`src/rtl/spi_target_lite_pkg.sv`:
```
// spi_target_lite_pkg
//   Shared types and helpers for the SPI mode-0 target.
//   - state_t   : two-state transaction FSM encoding
//   - MsbFirst  : SPI bit order (mode 0 here is MSB first)
//   - shift_in / shift_out / out_bit : bit-order aware shift helpers used by
//     both the RX and TX shift registers so the order is set in one place.
package spi_target_lite_pkg;

  typedef enum logic {
    ST_IDLE   = 1'b0,
    ST_ACTIVE = 1'b1
  } state_t;

  localparam logic MsbFirst = 1'b1;

  // Append one received bit to a partial byte.
  function automatic logic [7:0] shift_in(input logic [7:0] sh, input logic b);
    return MsbFirst ? {sh[6:0], b} : {b, sh[7:1]};
  endfunction

  // Advance the transmit byte so the next bit sits in the output position.
  function automatic logic [7:0] shift_out(input logic [7:0] sh);
    return MsbFirst ? {sh[6:0], 1'b0} : {1'b0, sh[7:1]};
  endfunction

  // Bit currently presented on the serial output.
  function automatic logic out_bit(input logic [7:0] sh);
    return MsbFirst ? sh[7] : sh[0];
  endfunction

endpackage

```
`src/rtl/spi_target_lite_fifo.sv`:
```
// spi_target_lite_fifo
//   Small synchronous FIFO for received bytes. Any Depth >= 2 is supported
//   (pointers wrap explicitly, so Depth need not be a power of two).
//   A push on a full FIFO is accepted only if a pop happens in the same cycle;
//   otherwise it is ignored and the contents are untouched.
// Ports
//   clk_i, rst_i  : clock, synchronous active-high reset
//   push_i/data_i : write request and data
//   pop_i         : remove head entry (ignored when empty)
//   data_o        : head entry (undefined when empty)
//   full_o/empty_o/count_o : occupancy status
module spi_target_lite_fifo #(
  parameter  int Depth = 4,
  parameter  int Width = 8,
  localparam int PW    = $clog2(Depth),
  localparam int CW    = $clog2(Depth + 1)
) (
  input  logic             clk_i,
  input  logic             rst_i,
  input  logic             push_i,
  input  logic [Width-1:0] data_i,
  input  logic             pop_i,
  output logic [Width-1:0] data_o,
  output logic             full_o,
  output logic             empty_o,
  output logic [CW-1:0]    count_o
);

  logic [Width-1:0] r_mem [Depth];
  logic [PW-1:0]    r_wr;
  logic [PW-1:0]    r_rd;
  logic [CW-1:0]    r_cnt;
  logic             w_do_pop;
  logic             w_do_push;

  function automatic logic [PW-1:0] nxt(input logic [PW-1:0] p);
    return (p == PW'(Depth - 1)) ? '0 : p + PW'(1);
  endfunction

  assign full_o    = (r_cnt == CW'(Depth));
  assign empty_o   = (r_cnt == '0);
  assign count_o   = r_cnt;
  assign data_o    = r_mem[r_rd];
  assign w_do_pop  = pop_i & ~empty_o;
  // A pop in the same cycle frees the slot, so a full FIFO can still accept.
  assign w_do_push = push_i & (~full_o | w_do_pop);

  always_ff @(posedge clk_i) begin
    if (w_do_push) r_mem[r_wr] <= data_i;
  end

  always_ff @(posedge clk_i) begin
    if (rst_i) begin
      r_wr  <= '0;
      r_rd  <= '0;
      r_cnt <= '0;
    end else begin
      if (w_do_push) r_wr <= nxt(r_wr);
      if (w_do_pop)  r_rd <= nxt(r_rd);
      case ({w_do_push, w_do_pop})
        2'b10:   r_cnt <= r_cnt + CW'(1);
        2'b01:   r_cnt <= r_cnt - CW'(1);
        default: r_cnt <= r_cnt;
      endcase
    end
  end

endmodule

```
`src/rtl/spi_target_lite.sv`:
```
// spi_target_lite
//   SPI mode-0 target. All SPI pins are oversampled by clk_i (>= 8x sck):
//   2-flop synchronisers plus one delay stage on sck/csb give single-cycle
//   edge strobes. Received bytes go to an RX FIFO; transmit bytes come from a
//   one-entry holding register, with IdleByte substituted when it is empty.
// Ports
//   clk_i, rst_i          : clock, synchronous active-high reset
//   sck_i, csb_i, sdi_i   : SPI host clock, chip select (low), host data
//   sdo_o, sdo_en_o       : target data and its output enable
//   rx_data_o/valid/ready : RX FIFO head, ready/valid handshake
//   tx_data_i/valid/ready : TX holding register load, ready/valid handshake
//   busy_o                : synchronised chip select active
//   rx_overflow_o         : pulse, received byte dropped (FIFO full)
//   tx_underflow_o        : pulse, IdleByte loaded instead of TX data
module spi_target_lite
  import spi_target_lite_pkg::*;
#(
  parameter int         RxDepth  = 4,
  parameter logic [7:0] IdleByte = 8'hFF
) (
  input  logic       clk_i,
  input  logic       rst_i,
  input  logic       sck_i,
  input  logic       csb_i,
  input  logic       sdi_i,
  output logic       sdo_o,
  output logic       sdo_en_o,
  output logic [7:0] rx_data_o,
  output logic       rx_valid_o,
  input  logic       rx_ready_i,
  input  logic [7:0] tx_data_i,
  input  logic       tx_valid_i,
  output logic       tx_ready_o,
  output logic       busy_o,
  output logic       rx_overflow_o,
  output logic       tx_underflow_o
);

  localparam int CW = $clog2(RxDepth + 1);

  // synchronisers and edge detection
  logic r_sck_s1, r_sck_s2, r_sck_d;
  logic r_csb_s1, r_csb_s2, r_csb_d;
  logic r_sdi_s1, r_sdi_s2;
  logic [1:0] r_settle;
  logic r_armed;
  logic w_sck_rise, w_sck_fall, w_csb_rise, w_csb_fall;

  always_ff @(posedge clk_i) begin
    if (rst_i) begin
      r_sck_s1 <= 1'b0;
      r_sck_s2 <= 1'b0;
      r_sck_d  <= 1'b0;
      r_csb_s1 <= 1'b1;
      r_csb_s2 <= 1'b1;
      r_csb_d  <= 1'b1;
      r_sdi_s1 <= 1'b0;
      r_sdi_s2 <= 1'b0;
      r_settle <= 2'd0;
      r_armed  <= 1'b0;
    end else begin
      r_sck_s1 <= sck_i;
      r_sck_s2 <= r_sck_s1;
      r_sck_d  <= r_sck_s2;
      r_csb_s1 <= csb_i;
      r_csb_s2 <= r_csb_s1;
      r_csb_d  <= r_csb_s2;
      r_sdi_s1 <= sdi_i;
      r_sdi_s2 <= r_sdi_s1;
      // The reset-loaded idle levels would fake a csb fall if the host holds
      // csb low across reset. Only arm once a real high level has reached
      // the second sync stage, so a transaction needs a fresh csb fall.
      if (r_settle != 2'd2) r_settle <= r_settle + 2'd1;
      if (r_settle == 2'd2 && r_csb_s2) r_armed <= 1'b1;
    end
  end

  assign w_sck_rise =  r_sck_s2 & ~r_sck_d;
  assign w_sck_fall = ~r_sck_s2 &  r_sck_d;
  assign w_csb_rise =  r_csb_s2 & ~r_csb_d;
  assign w_csb_fall = ~r_csb_s2 &  r_csb_d & r_armed;
  assign busy_o     = ~r_csb_s2;

  // FSM
  state_t r_state, w_state_nxt;
  logic   w_enter;   // csb fall accepted: byte boundary at start
  logic   w_active;  // active and not ending this cycle

  always_ff @(posedge clk_i) begin
    if (rst_i) r_state <= ST_IDLE;
    else       r_state <= w_state_nxt;
  end

  always_comb begin
    w_state_nxt = r_state;
    w_enter     = 1'b0;
    w_active    = 1'b0;
    case (r_state)
      ST_IDLE: begin
        if (w_csb_fall) begin
          w_state_nxt = ST_ACTIVE;
          w_enter     = 1'b1;
        end
      end
      ST_ACTIVE: begin
        if (w_csb_rise) w_state_nxt = ST_IDLE;
        else            w_active    = 1'b1;
      end
      default: w_state_nxt = ST_IDLE;
    endcase
  end

  // shifters, bit counter, TX holding register
  logic [2:0] r_bitcnt;
  logic [7:0] r_rx_sh;
  logic [7:0] r_tx_sh;
  logic [7:0] r_hold;
  logic       r_hold_full;
  logic       r_rx_ovf;
  logic       r_tx_und;

  logic       w_rx_shift, w_byte_done, w_tx_load, w_tx_shift, w_hold_cap;
  logic [7:0] w_rx_byte, w_load_byte;

  logic       w_fifo_full, w_fifo_empty, w_pop;
  logic [7:0] w_fifo_data;
  logic [CW-1:0] w_fifo_cnt;

  assign w_rx_shift  = w_active & w_sck_rise;
  assign w_byte_done = w_rx_shift & (r_bitcnt == 3'd7);
  assign w_rx_byte   = shift_in(r_rx_sh, r_sdi_s2);
  assign w_tx_load   = w_enter | w_byte_done;
  // At count 0 the fall follows a fresh load; its first bit is already out.
  assign w_tx_shift  = w_active & w_sck_fall & (r_bitcnt != 3'd0);
  assign w_load_byte = r_hold_full ? r_hold : IdleByte;
  assign w_hold_cap  = tx_valid_i & ~r_hold_full;
  assign w_pop       = (w_fifo_cnt != '0) & rx_ready_i;

  always_ff @(posedge clk_i) begin
    if (rst_i) begin
      r_bitcnt    <= 3'd0;
      r_rx_sh     <= 8'd0;
      r_tx_sh     <= 8'd0;
      r_hold      <= 8'd0;
      r_hold_full <= 1'b0;
      r_rx_ovf    <= 1'b0;
      r_tx_und    <= 1'b0;
    end else begin
      if (w_enter)         r_bitcnt <= 3'd0;
      else if (w_rx_shift) r_bitcnt <= r_bitcnt + 3'd1;

      if (w_rx_shift) r_rx_sh <= w_rx_byte;

      if (w_tx_load)       r_tx_sh <= w_load_byte;
      else if (w_tx_shift) r_tx_sh <= shift_out(r_tx_sh);

      // A capture only happens when empty, so a same-cycle load has already
      // taken IdleByte and the newly captured byte stays held.
      if (w_hold_cap) begin
        r_hold      <= tx_data_i;
        r_hold_full <= 1'b1;
      end else if (w_tx_load && r_hold_full) begin
        r_hold_full <= 1'b0;
      end

      r_tx_und <= w_tx_load & ~r_hold_full;
      r_rx_ovf <= w_byte_done & w_fifo_full & ~w_pop;
    end
  end

  spi_target_lite_fifo #(
    .Depth (RxDepth),
    .Width (8)
  ) u_rx_fifo (
    .clk_i   (clk_i),
    .rst_i   (rst_i),
    .push_i  (w_byte_done),
    .data_i  (w_rx_byte),
    .pop_i   (w_pop),
    .data_o  (w_fifo_data),
    .full_o  (w_fifo_full),
    .empty_o (w_fifo_empty),
    .count_o (w_fifo_cnt)
  );

  assign sdo_en_o       = (r_state == ST_ACTIVE);
  assign sdo_o          = sdo_en_o & out_bit(r_tx_sh);
  assign rx_valid_o     = ~w_fifo_empty;
  assign rx_data_o      = w_fifo_empty ? 8'd0 : w_fifo_data;
  assign tx_ready_o     = ~r_hold_full;
  assign rx_overflow_o  = r_rx_ovf;
  assign tx_underflow_o = r_tx_und;

endmodule

```
`config.mk`:
```
export PLATFORM = sky130hd
export DESIGN_NAME = spi_target_lite
export DESIGN_NICKNAME = d
export VERILOG_FILES = /design/src/rtl/spi_target_lite_pkg.sv /design/src/rtl/spi_target_lite_fifo.sv /design/src/rtl/spi_target_lite.sv
export SDC_FILE = /design/constraint.sdc
export NUM_CORES = 1
export LEC_CHECK = 0
export ABC_CLOCK_PERIOD_IN_PS = 2900
export BUFFER_PORTS_ARGS = -buffer_cell sky130_fd_sc_hd__buf_4
export CAP_MARGIN = 15
export CORE_MARGIN = 2
export CORE_UTILIZATION = 30
export DETAILED_ROUTE_END_ITERATION = 10
export GPL_TIMING_DRIVEN = 0
export SYNTH_ARGS = -nofsm -noshare
export SYNTH_HDL_FRONTEND = slang
export SYNTH_HIERARCHICAL = 1
export SYNTH_SLANG_ARGS = --single-unit
```
`constraint.sdc`:
```
create_clock -name clk_i -period 2.9 [get_ports clk_i]
set_input_delay 0.435 -clock clk_i [delete_from_list [all_inputs] [get_ports clk_i]]
set_output_delay 0.435 -clock clk_i [all_outputs]
set_load 0.05 [all_outputs]
```
After elaboration in Yosys (flattened, before gate mapping)
Memory sizes are Yosys's and may differ from the RTL's. A register that Yosys moved wholly into a read port is not among the register bits.
Cells that the tools add are included.
W data, S select, Z words.
Storage, ports and cells
  bits in registers: 48
  bits in latches: 0
  output and inout port bits: 15
  memory bits (read-only): 0
  memory bits (writable): 32
  input bits: 15
  memories: 1
Cells by class
  muxes and demuxes: 18
  $lt $le $gt $ge: 0
  add/subtract/negate cells: 6
  div/mod/pow operators: 0
  multipliers: 0
  shift operators: 0
  bitwise operators: 28
  eq/ne operators: 8
  reduce and logical (&&, ||, !) cells: 9
Memories
  u_rx_fifo.r_mem: words 4, width 8, rd ports 1, clocked after Yosys merged registers in 1, write ports 1, line spi_target_lite_fifo.sv:29  | logic [Width-1:0] r_mem [Depth];
Operator list (number)
  $mux W8: 4
  $and A1 B1 Y1: 17
  $not A1 Y1: 9
  $eq A2 B2 Y1 const B: 4
  $mux W1: 8
  $mux W2: 4
  $add A2 B1 Y2 const B: 3
  $add A3 B1 Y3 const B: 2
  $eq A3 B3 Y1 const B: 2
  $pmux W3 S2: 1
  $reduce_bool A2 Y1: 3
  $reduce_bool A3 Y1: 2
  $logic_not A3 Y1: 1
  $sub A3 B1 Y3 const B: 1
  $eq A2 B1 Y1 const B: 1
  $logic_and A1 B1 Y1: 2
  $ne A2 B2 Y1 const B: 1
  $or A1 B1 Y1: 2
  $pmux W1 S2: 1
  $reduce_or A2 Y1: 1

Logic depth before layout (Yosys ltp)
Gate-level depths: netlist (run 1).
  depth in word-level cells: 10
  depth in mapped cells: 11
  mapped depth without buffers: 9

Hierarchy
Netlist (run 1), hierarchy kept.
Modules (own cells, without submodules)
  spi_target_lite_fifo: area each 1740.4 µm², times used 1, sequential area each 1141.1 µm², cells each 108
  spi_target_lite: area each 1725.4 µm², times used 1, sequential area each 820.8 µm², cells each 172

Least setup slack after synthesis (run 1)
OpenSTA, ideal clock, no wires.
  kind: reg-to-reg
  from: register r_bitcnt[0]
  to: register u_rx_fifo.r_cnt[2], in the netlist u_rx_fifo/count_o[2]
  slack: 0.307 ns
  setup time: 0.133 ns
  path buffers: 2
  arrival time: 2.460 ns
  stages on the path, launching flop included: 12
  data required time: 2.767 ns
  cells stage by stage: dfxtp_1 > ha_1 > ha_1 > and3b_1 > and3_2 > clkbuf_1 > clkbuf_1 > or2_2 > fa_1 > nand2b_1 > o211ai_1 > a31oi_1
Between the ends
  cells in the longest elaborated chain, start to end: 5
  elaborated cells between the ends (all ways): 7
  classes of those cells: eq/ne: 3; mux: 1; bitwise: 2; reduce/logical: 1
Ends and longest elaborated chain
  from (decl): line spi_target_lite.sv:114  | logic [2:0] r_bitcnt;
  from (signal assigned): line spi_target_lite.sv:150  | else if (w_rx_shift) r_bitcnt <= r_bitcnt + 3'd1;
  $eq A3 B3 Y1 *: line spi_target_lite.sv:130  | assign w_byte_done = w_rx_shift & (r_bitcnt == 3'd7);
  $and A1 B1 Y1 *: line spi_target_lite.sv:130
  net w_byte_done: line spi_target_lite.sv:122  | logic w_rx_shift, w_byte_done, w_tx_load, w_tx_shift, w_hold_cap;
  $and A1 B1 Y1 *: line spi_target_lite_fifo.sv:46  | assign w_do_push = push_i & (~full_o | w_do_pop);
  $eq A2 B1 Y1 or $eq A2 B2 Y1 (tied branches): line spi_target_lite_fifo.sv:60  | case ({w_do_push, w_do_pop})
  $pmux W3 S2 or $reduce_bool A2 Y1 (tied branches)
  to (signal assigned): line spi_target_lite_fifo.sv:61  | 2'b10: r_cnt <= r_cnt + CW'(1);
  to (signal assigned): line spi_target_lite_fifo.sv:62  | 2'b01: r_cnt <= r_cnt - CW'(1);
  to (signal assigned): line spi_target_lite_fifo.sv:63  | default: r_cnt <= r_cnt;
  to (decl): line spi_target_lite_fifo.sv:32  | logic [CW-1:0] r_cnt;
Mark *: on every way through the listed nets, which the timed path passes. The rest lies on a longest branch.
A chain may end at the register's enable or synchronous reset.

Worst setup path after layout (run 1)
Ends and elaborated chain as after synthesis.

==> reports/metrics.cfg, run 1 <==
[run_status]
outcome = finished clean

[critical_path]
crit_path_max_incr_delay_ns = 0.40
cp.arrival_ns = 2.89
slowest_stage = fa_1
cp.required_ns = 3.09
critical_path_class = flop to flop
crit_buf_inv = 1
cp_cell_sequence = ha_1 -> ha_1 -> and3b_1 -> and3_2 -> clkbuf_4 -> or2_2 -> fa_1 -> nand2b_1 -> o211ai_1 -> a31oi_1
cp_max_fo = 10
cp_top_family = simple AND/OR/NAND/NOR gates
crit_top_cell = ha_1
worstSetupEndpointType = flop
cp-start-kind = flop

[routing]
drtPass1Iterations = 4
routedWlPerCell_um = 12.7
wirelength_um = 5940
vias = 2146
drt-vias-per-instance = 4.60
detail-route-antenna-nets = 0
initialDrtViolationCount = 40
drc = 0

[floorplan]
initial_core_util_pct = 30.5
core_area_um2 = 11400
die_x_um = 111
io-pin-count = 30
core.rowCount = 39
die_area_um2 = 12400
die_y_um = 111

[pwr]
p_per_area_nw_per_um2 = 610
p_leak_nw = 1.66
vdd_ir_drop_max_uv = 262
finalPower_mw = 2.54

[sta]
slew-limit-headroom_pct = 31.7
fmax_mhz = 370
maxSlewViolCount = 0
rsz0062_at_grt = false
min_period_ns = 2.70
finalSetupViolCount = 0
fin_tns_setup_ns = 0
finalHoldViolCount = 0
tightest_slew_ns = 1.02
fin_crit_sh_pct = 93.1
fin_skew_ns = 0.00400

[cts]
clock-root-buffer = clkbuf_16
post_cts_buffers = 0
cts_tree = yes
cts_buffers = 9
cts_hold_buf = 0
clock-sinks = 82
cts-resized-gates = 1
htree_levels = 3
clk_latency_ns = 0.33
cts_buffer_depth = 2
clk_pin_slew_ns = 0.06

[job]
drv_cap = 0

[synthesis]
syn-instance-count = 280
synth_edf_count = 32
synth_top_cell_by_area = dfxtp_1
syn-num-nets = 305
synth_warnings = 6
synth_top_area_share_pct = 28.9
async_reset_ff_share_pct = 0
synthesis.area_um2 = 3470
synth-seq-cells = 82
yosysSeqAreaShare_pct = 56.6
ys_types = 49
synthTopCellsByArea = dfxtp_1, edfxtp_1, mux4_2
avgSynthCellArea_um2 = 12.4
synth_ff_type = dfxtp_1

[final_layout]
multiInputGateArea_um2 = 1370
drive_gt1_share_pct = 28.1
final_core_utilization_pct = 36.7
fin_area_um2 = 4170
num_antenna_cells = 0
syn_to_final_growth_pct = 20.4
fin_nets = 344
fill_cells = 1126
seq_area_um2 = 1960

[global_routing]
grtUsageTotal_pct = 10.1
grt_pass1_vias = 2159
grt_pass1_wl_um = 10200
overflow = 0
grt_max_degree = 17
antenna_found_initial = 0

[placed_design]
portBuffers = 29
gp_congestion = 0.745
placed_area_um2 = 3860
dpl.hpwl_um = 4190

[hold_path]
hp-class = primary input to flop

## worst reg2reg max path, delay by kind of cell, from the launching register on
kind	cells	cell delay [ns]
DFF	1	0.31
buffers and inverters	1	0.20
and+or+nand+nor	4	1.00
adders and majority gates	3	0.79
AOI/OAI and AO/OA	2	0.26
## where the power goes
| part | leakage (nW) | switching, mW | internal, mW |
|---|---|---|---|
| clock network | 0.149 | 0.469 | 0.683 |
| registers | 0.702 | 0.0218 | 1.22 |
| logic | 0.813 | 0.0791 | 0.0653 |
| total | 1.66 | 0.570 | 1.97 |
## cells in the final DEF, fill, tap and decap left out, types with 2 or more instances in the layout
master / count
dfxtp_1: 50
edfxtp_1: 32
buf_4: 31
nand2_1: 21
nor2_1: 18
mux2i_1: 17
nor2b_1: 15
a21oi_1: 14
inv_1: 11
nor3_1: 11
ha_1: 9
clkbuf_16: 9
a211oi_2: 8
mux4_2: 8
or2_2: 6
and3_2: 4
clkbuf_1: 4
buf_1: 3
inv_6: 3
buf_2: 3
nand3_1: 3
and2_1: 2
nand4b_1: 2
buf_6: 2
o21ai_0: 2
xor2_1: 2
xnor2_1: 2
o211ai_1: 2
o31ai_2: 2
or3_1: 2
## cell families (layout without fill, tap and decap cells)
| group | after synthesis | after routing | share of synthesized area, % |
|---|---|---|---|
| and+or+nand+nor | 94 | 94 | 15.3 |
| AOI/OAI and AO/OA | 37 | 37 | 9.39 |
| adders and majority gates | 10 | 10 | 3.83 |
| DFF | 82 | 82 | 56.6 |
| buffers and inverters | 28 | 72 | 3.79 |
| xor gates and xnor gates | 4 | 4 | 1.01 |
| muxes | 25 | 25 | 10.1 |
## stage by stage
step,setup WS (ns),instances,hold slack (ns)
floorplan,0.307,280,0.389
global placement,0.0724,452,0.395
detailed placement,0.00570,452,0.397
CTS,0.0259,468,0.283
global route,0.0816,467,0.296
finish,0.199,467,0.297
## area by class of cell
class,count,share of cell area (%)
Sequential cell,82,47.0
Multi-Input combinational cell,170,32.9
Inverter,12,1.08
Buffer,15,2.07
Tap cell,143,4.29
Clock buffer,9,5.40
Timing Repair Buffer,29,5.22
Clock inverter,7,2.01
## Yosys cell counts (4+ instances only)
library cell / count
clkbuf_1: 6
ha_1: 9
inv_1: 11
mux2i_1: 17
a211oi_2: 8
nand2_1: 21
a21oi_1: 14
or2_2: 6
edfxtp_1: 32
nor2_1: 18
nor3_1: 11
mux4_2: 8
dfxtp_1: 50
nor2b_1: 15
and3_2: 4
## layer usage
metal | vias to the layer above | share of wire, % | global-route usage [%]
met5 | - | 0 | 0
met4 | 0 | 1.2 | 3.46
met3 | 7 | 3.8 | 2.83
met2 | 39 | 48 | 16.9
met1 | 1028 | 47 | 12.5
li1 | 1072 | - | -
## final timing paths
check / cells after the start / slack (ns) / startpoint / end
hold / removal: 2 / 0.30 / csb_i / r_csb_s1$_SDFF_PP1_
setup reg to reg: 10 / 0.20 / r_bitcnt[0]$_SDFFE_PP0P_ / u_rx_fifo/count_o[2]$_SDFFE_PP0P_
setup / recovery: 10 / 0.20 / r_bitcnt[0]$_SDFFE_PP0P_ / u_rx_fifo/count_o[2]$_SDFFE_PP0P_
hold reg to reg: 1 / 0.41 / r_csb_s1$_SDFF_PP1_ / r_csb_s2$_SDFF_PP1_
## registers in the layout, summed over array words and instances, names as in the netlist, 2 cells and up, named ones only
name	flops
u_rx_fifo/r_rd	2
r_settle	2
r_hold	8
r_tx_sh	8
u_rx_fifo/r_wr	2
u_rx_fifo/r_mem	32
r_bitcnt	3
u_rx_fifo/count_o	3
r_rx_sh	7
No activity file was read; power rests on OpenSTA's default activity.
==> run 2, diff against run 1 <==
--- a/config.mk
+++ b/config.mk
@@ -7,11 +7,12 @@
 export LEC_CHECK = 0
 export ABC_CLOCK_PERIOD_IN_PS = 2900
 export BUFFER_PORTS_ARGS = -buffer_cell sky130_fd_sc_hd__buf_4
-export CAP_MARGIN = 15
+export CAP_MARGIN = 25
 export CORE_MARGIN = 2
 export CORE_UTILIZATION = 30
 export DETAILED_ROUTE_END_ITERATION = 10
 export GPL_TIMING_DRIVEN = 0
+export PLACE_DENSITY = 0.55
 export SYNTH_ARGS = -nofsm -noshare
 export SYNTH_HDL_FRONTEND = slang
 export SYNTH_HIERARCHICAL = 1
==> run 2 against run 1 <==
Effect of this change:
- clock power grew 6%
- first-iteration DRC count shrank 20%
- sequential cell count is the same
- global-route usage grew 0.077 points
- wire length grew 1.7%
- non-clock buffer count grew 1
==> reports/metrics.cfg, run 2 (synthesis results as in run 1) <==
[cts]
clk_pin_slew_ns = 0.06
clock-sinks = 82
clk_latency_ns = 0.33
clock-root-buffer = clkbuf_16
cts_buffers = 9
htree_levels = 3
post_cts_buffers = 0
cts_tree = yes
cts_hold_buf = 0
cts_buffer_depth = 2

[critical_path]
cp.required_ns = 3.15
cp-start-kind = flop
crit_path_max_incr_delay_ns = 0.38
critical_path_class = flop to flop
cp_max_fo = 10
cp_top_family = simple AND/OR/NAND/NOR gates
worstSetupEndpointType = flop
cp.arrival_ns = 2.88
slowest_stage = fa_1
crit_buf_inv = 1
crit_top_cell = ha_1
cp_cell_sequence = ha_1 -> ha_1 -> and3b_1 -> and3_2 -> clkbuf_4 -> or2_2 -> fa_1 -> nand2b_1 -> o21bai_1 -> a31oi_1

[pwr]
pwr-share-clk_pct = 46.7
p_per_area_nw_per_um2 = 621
p_sw_mw = 0.537
finalPower_mw = 2.60
p_seq_share_pct = 47.8
vdd_ir_drop_max_uv = 273
p_leak_nw = 1.68
internal_power_mw = 2.07
switching_share_pct = 20.6
p_comb_share_pct = 5.4

[sta]
min_period_ns = 2.63
fin_skew_ns = 0.00616
fin_tns_setup_ns = 0
maxSlewViolCount = 0
fmax_mhz = 380
fin_crit_sh_pct = 90.7
tightest_slew_ns = 0.623
finalHoldViolCount = 0
finalSetupViolCount = 0
rsz0062_at_grt = false
slew-limit-headroom_pct = 58.4

[final_layout]
num_antenna_cells = 0
largest_reg_flops = 32
seq_area_um2 = 1960
fin_nets = 345
layout_common_cells = dfxtp_1, buf_4, edfxtp_1
syn_to_final_growth_pct = 21.1
largest-register = u_rx_fifo/r_mem
final_common_cell = dfxtp_1
fill_cells = 1093
largest_registers = u_rx_fifo/r_mem x32, r_hold x8, r_tx_sh x8
drive_gt1_share_pct = 28.3
multiInputGateArea_um2 = 1370

[floorplan]
die_y_um = 111
die_area_um2 = 12400
initial_core_util_pct = 30.5
die_x_um = 111
io-pin-count = 30
core.rowCount = 39
core_area_um2 = 11400

[run_status]
outcome = finished clean

[routing]
routedWlPerCell_um = 12.9
drtPass1Iterations = 4
vias = 2122
drc = 0
drt-vias-per-instance = 4.53
detail-route-antenna-nets = 0
wirelength_um = 6030
initialDrtViolationCount = 32

[hold_path]
hp-class = primary input to flop

[global_routing]
grt_max_degree = 15
grt_pass1_vias = 2059
overflow = 0
antenna_found_initial = 0
grtUsageTotal_pct = 10.2
grt_pass1_wl_um = 9960

[placed_design]
gp_congestion = 0.696
dpl.hpwl_um = 4240
portBuffers = 29

[job]
drv_cap = 0

==> run 2: what timing repair did <==
action / 4_1_cts / 5_1_grt
setup endpoints to repair: 0 / 2
hold endpoints to repair: 0 / 0
gates resized for setup: 0 / 4
==> run 2: path summary, 6_finish.rpt <==
kind,from,endpoint,slack (ns),depth (start not counted)
hold / removal,csb_i,r_csb_s1$_SDFF_PP1_,0.29,2
setup reg to reg,r_bitcnt[1]$_SDFFE_PP0P_,u_rx_fifo/count_o[2]$_SDFFE_PP0P_,0.27,10
setup / recovery,r_bitcnt[1]$_SDFFE_PP0P_,u_rx_fifo/count_o[2]$_SDFFE_PP0P_,0.27,10
hold reg to reg,r_csb_s1$_SDFF_PP1_,r_csb_s2$_SDFF_PP1_,0.41,1
==> run 2: layer usage <==
| metal | routed length, µm | global-route usage (%) | vias to the layer above |
|---|---|---|---|
| li1 | - | - | 1077 |
| met1 | 2730 | 11.9 | 1004 |
| met2 | 2980 | 17.2 | 32 |
| met3 | 222 | 3.10 | 9 |
| met4 | 97 | 4.44 | 0 |
| met5 | 0 | 0 | - |
==> run 2: layout make-up <==
type	instances	share of cell area [%]
Inverter	12	1.07
Multi-Input combinational cell	170	32.7
Clock inverter	6	2.09
Tap cell	143	4.26
Sequential cell	82	46.8
Clock buffer	10	5.69
Timing Repair Buffer	30	5.37
Buffer	15	2.06
==> run 2: stage by stage <==
| step | cell area, µm² | hold WS [ns] | setup slack, ns | cells | utilization (%) |
|---|---|---|---|---|---|
| final | 4200 | 0.286 | 0.270 | 468 | 36.9 |
| after global routing | 4200 | 0.288 | 0.115 | 468 | 36.9 |
| after CTS | 4200 | 0.277 | 0.0271 | 469 | 36.9 |
| after detailed placement | 3870 | 0.397 | 0.0543 | 453 | 34.0 |
| after global placement | 3860 | 0.395 | 0.0714 | 452 | 34.0 |
| after floorplan | 3470 | 0.389 | 0.307 | 280 | - |
==> run 2: power groups by stage <==
stage | clock, mW | combinational [mW] | sequential, mW
2_1_floorplan | 0 | 0.105 | 1.27
3_3_place_gp | 0 | 0.143 | 1.27
3_5_place_dp | 0 | 0.145 | 1.27
4_1_cts | 1.25 | 0.145 | 1.25
5_1_grt | 1.30 | 0.159 | 1.25
6_report | 1.22 | 0.142 | 1.25
==> run 3, diff against run 2 <==
--- a/config.mk
+++ b/config.mk
@@ -9,10 +9,10 @@
 export BUFFER_PORTS_ARGS = -buffer_cell sky130_fd_sc_hd__buf_4
 export CAP_MARGIN = 25
 export CORE_MARGIN = 2
-export CORE_UTILIZATION = 30
+export CORE_UTILIZATION = 59
 export DETAILED_ROUTE_END_ITERATION = 10
 export GPL_TIMING_DRIVEN = 0
-export PLACE_DENSITY = 0.55
+export PLACE_DENSITY = 0.88
 export SYNTH_ARGS = -nofsm -noshare
 export SYNTH_HDL_FRONTEND = slang
 export SYNTH_HIERARCHICAL = 1
==> run 3 against run 2 <==
Effect of this change:
- maximum frequency fell by 0.41%
- combinational power about the same
- count of clock-buffer cells in the layout is the same
- sequential share of layout area is 2.4 points higher
- hold slack got worse by 0.0039 ns
- final area shrank 5.0%
- sequential cell count did not move
- largest cell class unchanged
==> reports/metrics.cfg, run 3 (synthesis results as in run 1) <==
[run_status]
outcome = finished clean

[routing]
initialDrtViolationCount = 98
drc = 0
drtPass1Iterations = 4
vias = 2121
wirelength_um = 5600
routedWlPerCell_um = 14.1
detail-route-antenna-nets = 0
drt-vias-per-instance = 5.34

[sta]
finalSetupViolCount = 0
fmax_mhz = 379
fin_crit_sh_pct = 91.1
rsz0062_at_grt = false
tightest_slew_ns = 0.627
finalHoldViolCount = 0
fin_skew_ns = 0.00420
fin_tns_setup_ns = 0
maxSlewViolCount = 0
slew-limit-headroom_pct = 58.2
min_period_ns = 2.64

[final_layout]
syn_to_final_growth_pct = 15.1
fill_cells = 383
fin_nets = 345
largest_reg_flops = 32
layout_common_cells = dfxtp_1, edfxtp_1, buf_4
largest_registers = u_rx_fifo/r_mem x32, r_hold x8, r_tx_sh x8
drive_gt1_share_pct = 27.7
num_antenna_cells = 0
final_common_cell = dfxtp_1
largest-register = u_rx_fifo/r_mem

[critical_path]
cp-start-kind = flop
cp.arrival_ns = 2.91
cp_max_fo = 10
cp.required_ns = 3.16
worstSetupEndpointType = flop
critical_path_class = flop to flop

[floorplan]
io-pin-count = 30
die_x_um = 80.6
die_y_um = 80.6
die_area_um2 = 6500
initial_core_util_pct = 62.2
core_area_um2 = 5570
core.rowCount = 27

[global_routing]
overflow = 0
grt_max_degree = 14
grt_pass1_wl_um = 9220
antenna_found_initial = 0
grt_pass1_vias = 2039
grtUsageTotal_pct = 19.0

[pwr]
vdd_ir_drop_max_uv = 486
p_per_area_nw_per_um2 = 564
finalPower_mw = 2.25
p_leak_nw = 1.62

[hold_path]
hp-class = primary input to flop

[placed_design]
portBuffers = 29
dpl.hpwl_um = 4030
gp_congestion = 0.736

[cts]
cts_buffer_depth = 2
htree_levels = 3
clock-root-buffer = clkbuf_8
cts_buffers = 9
cts_hold_buf = 0
cts_tree = yes
clk_latency_ns = 0.34
clk_pin_slew_ns = 0.08
clock-sinks = 82

[job]
drv_cap = 0

==> run 3: layer usage <==
| metal | vias to the layer above | share of wire [%] | routed length [µm] | global-route usage, % |
|---|---|---|---|---|
| met5 | - | 0 | 0 | 0 |
| met3 | 7 | 4.4 | 249 | 4.83 |
| met4 | 0 | 1.2 | 69 | 5.59 |
| met1 | 989 | 43 | 2390 | 22.3 |
| li1 | 1069 | - | - | - |
| met2 | 56 | 52 | 2890 | 34.1 |
==> run 3: final timing paths <==
check / start / depth (start not counted) / to / slack (ns)
setup / recovery: r_bitcnt[1]$_SDFFE_PP0P_ / 10 / u_rx_fifo/count_o[2]$_SDFFE_PP0P_ / 0.26
hold / removal: csb_i / 2 / r_csb_s1$_SDFF_PP1_ / 0.28
setup reg to reg: r_bitcnt[1]$_SDFFE_PP0P_ / 10 / u_rx_fifo/count_o[2]$_SDFFE_PP0P_ / 0.26
hold reg to reg: r_csb_s1$_SDFF_PP1_ / 1 / r_csb_s2$_SDFF_PP1_ / 0.42
==> run 3: per-stage QoR <==
stage / area [µm²] / hold slack (ns) / cells / util, % / worst slack (ns)
2_1_floorplan: 3470 / 0.389 / 280 / - / 0.307
4_1_cts: 3980 / 0.273 / 397 / 71.4 / 0.0310
3_5_place_dp: 3770 / 0.398 / 381 / 67.7 / 0.0638
3_3_place_gp: 3770 / 0.393 / 381 / 67.7 / 0.0834
6_report: 3990 / 0.282 / 397 / 71.5 / 0.259
5_1_grt: 3990 / 0.268 / 397 / 71.5 / 0.0886
==> run 3: layout make-up <==
class | count | area (µm²) | area share, %
inverter | 12 | 45.0 | 1.13
multi-input combinational | 170 | 1370 | 34.4
timing repair buffer | 30 | 225 | 5.65
clock buffer | 10 | 128 | 3.20
buffer | 15 | 83.8 | 2.10
clock inverter | 6 | 81.3 | 2.04
tap | 72 | 90.1 | 2.26
sequential | 82 | 1960 | 49.2
==> run 3: worst max-delay path: stages, from the launching register on <==
cell,delay (ns)
dfxtp_1,0.33
ha_1,0.18
ha_1,0.17
and3b_1,0.22
and3_2,0.29
buf_2,0.19
or2_2,0.31
fa_1,0.39
nand2b_1,0.17
o21bai_1,0.16
a31oi_1,0.15
==> run 3: power by group <==
group	leakage (nW)	switching (mW)	internal (mW)	total (mW)
Combinational	0.818	0.0789	0.0655	0.144
Sequential	0.702	0.0216	1.22	1.24
Clock	0.0999	0.380	0.479	0.859
Total	1.62	0.481	1.77	2.25
==> run 3: repair_timing <==
action,CTS,global route
gates resized for setup,0,3
setup buffers,0,0
setup endpoints to repair,0,2
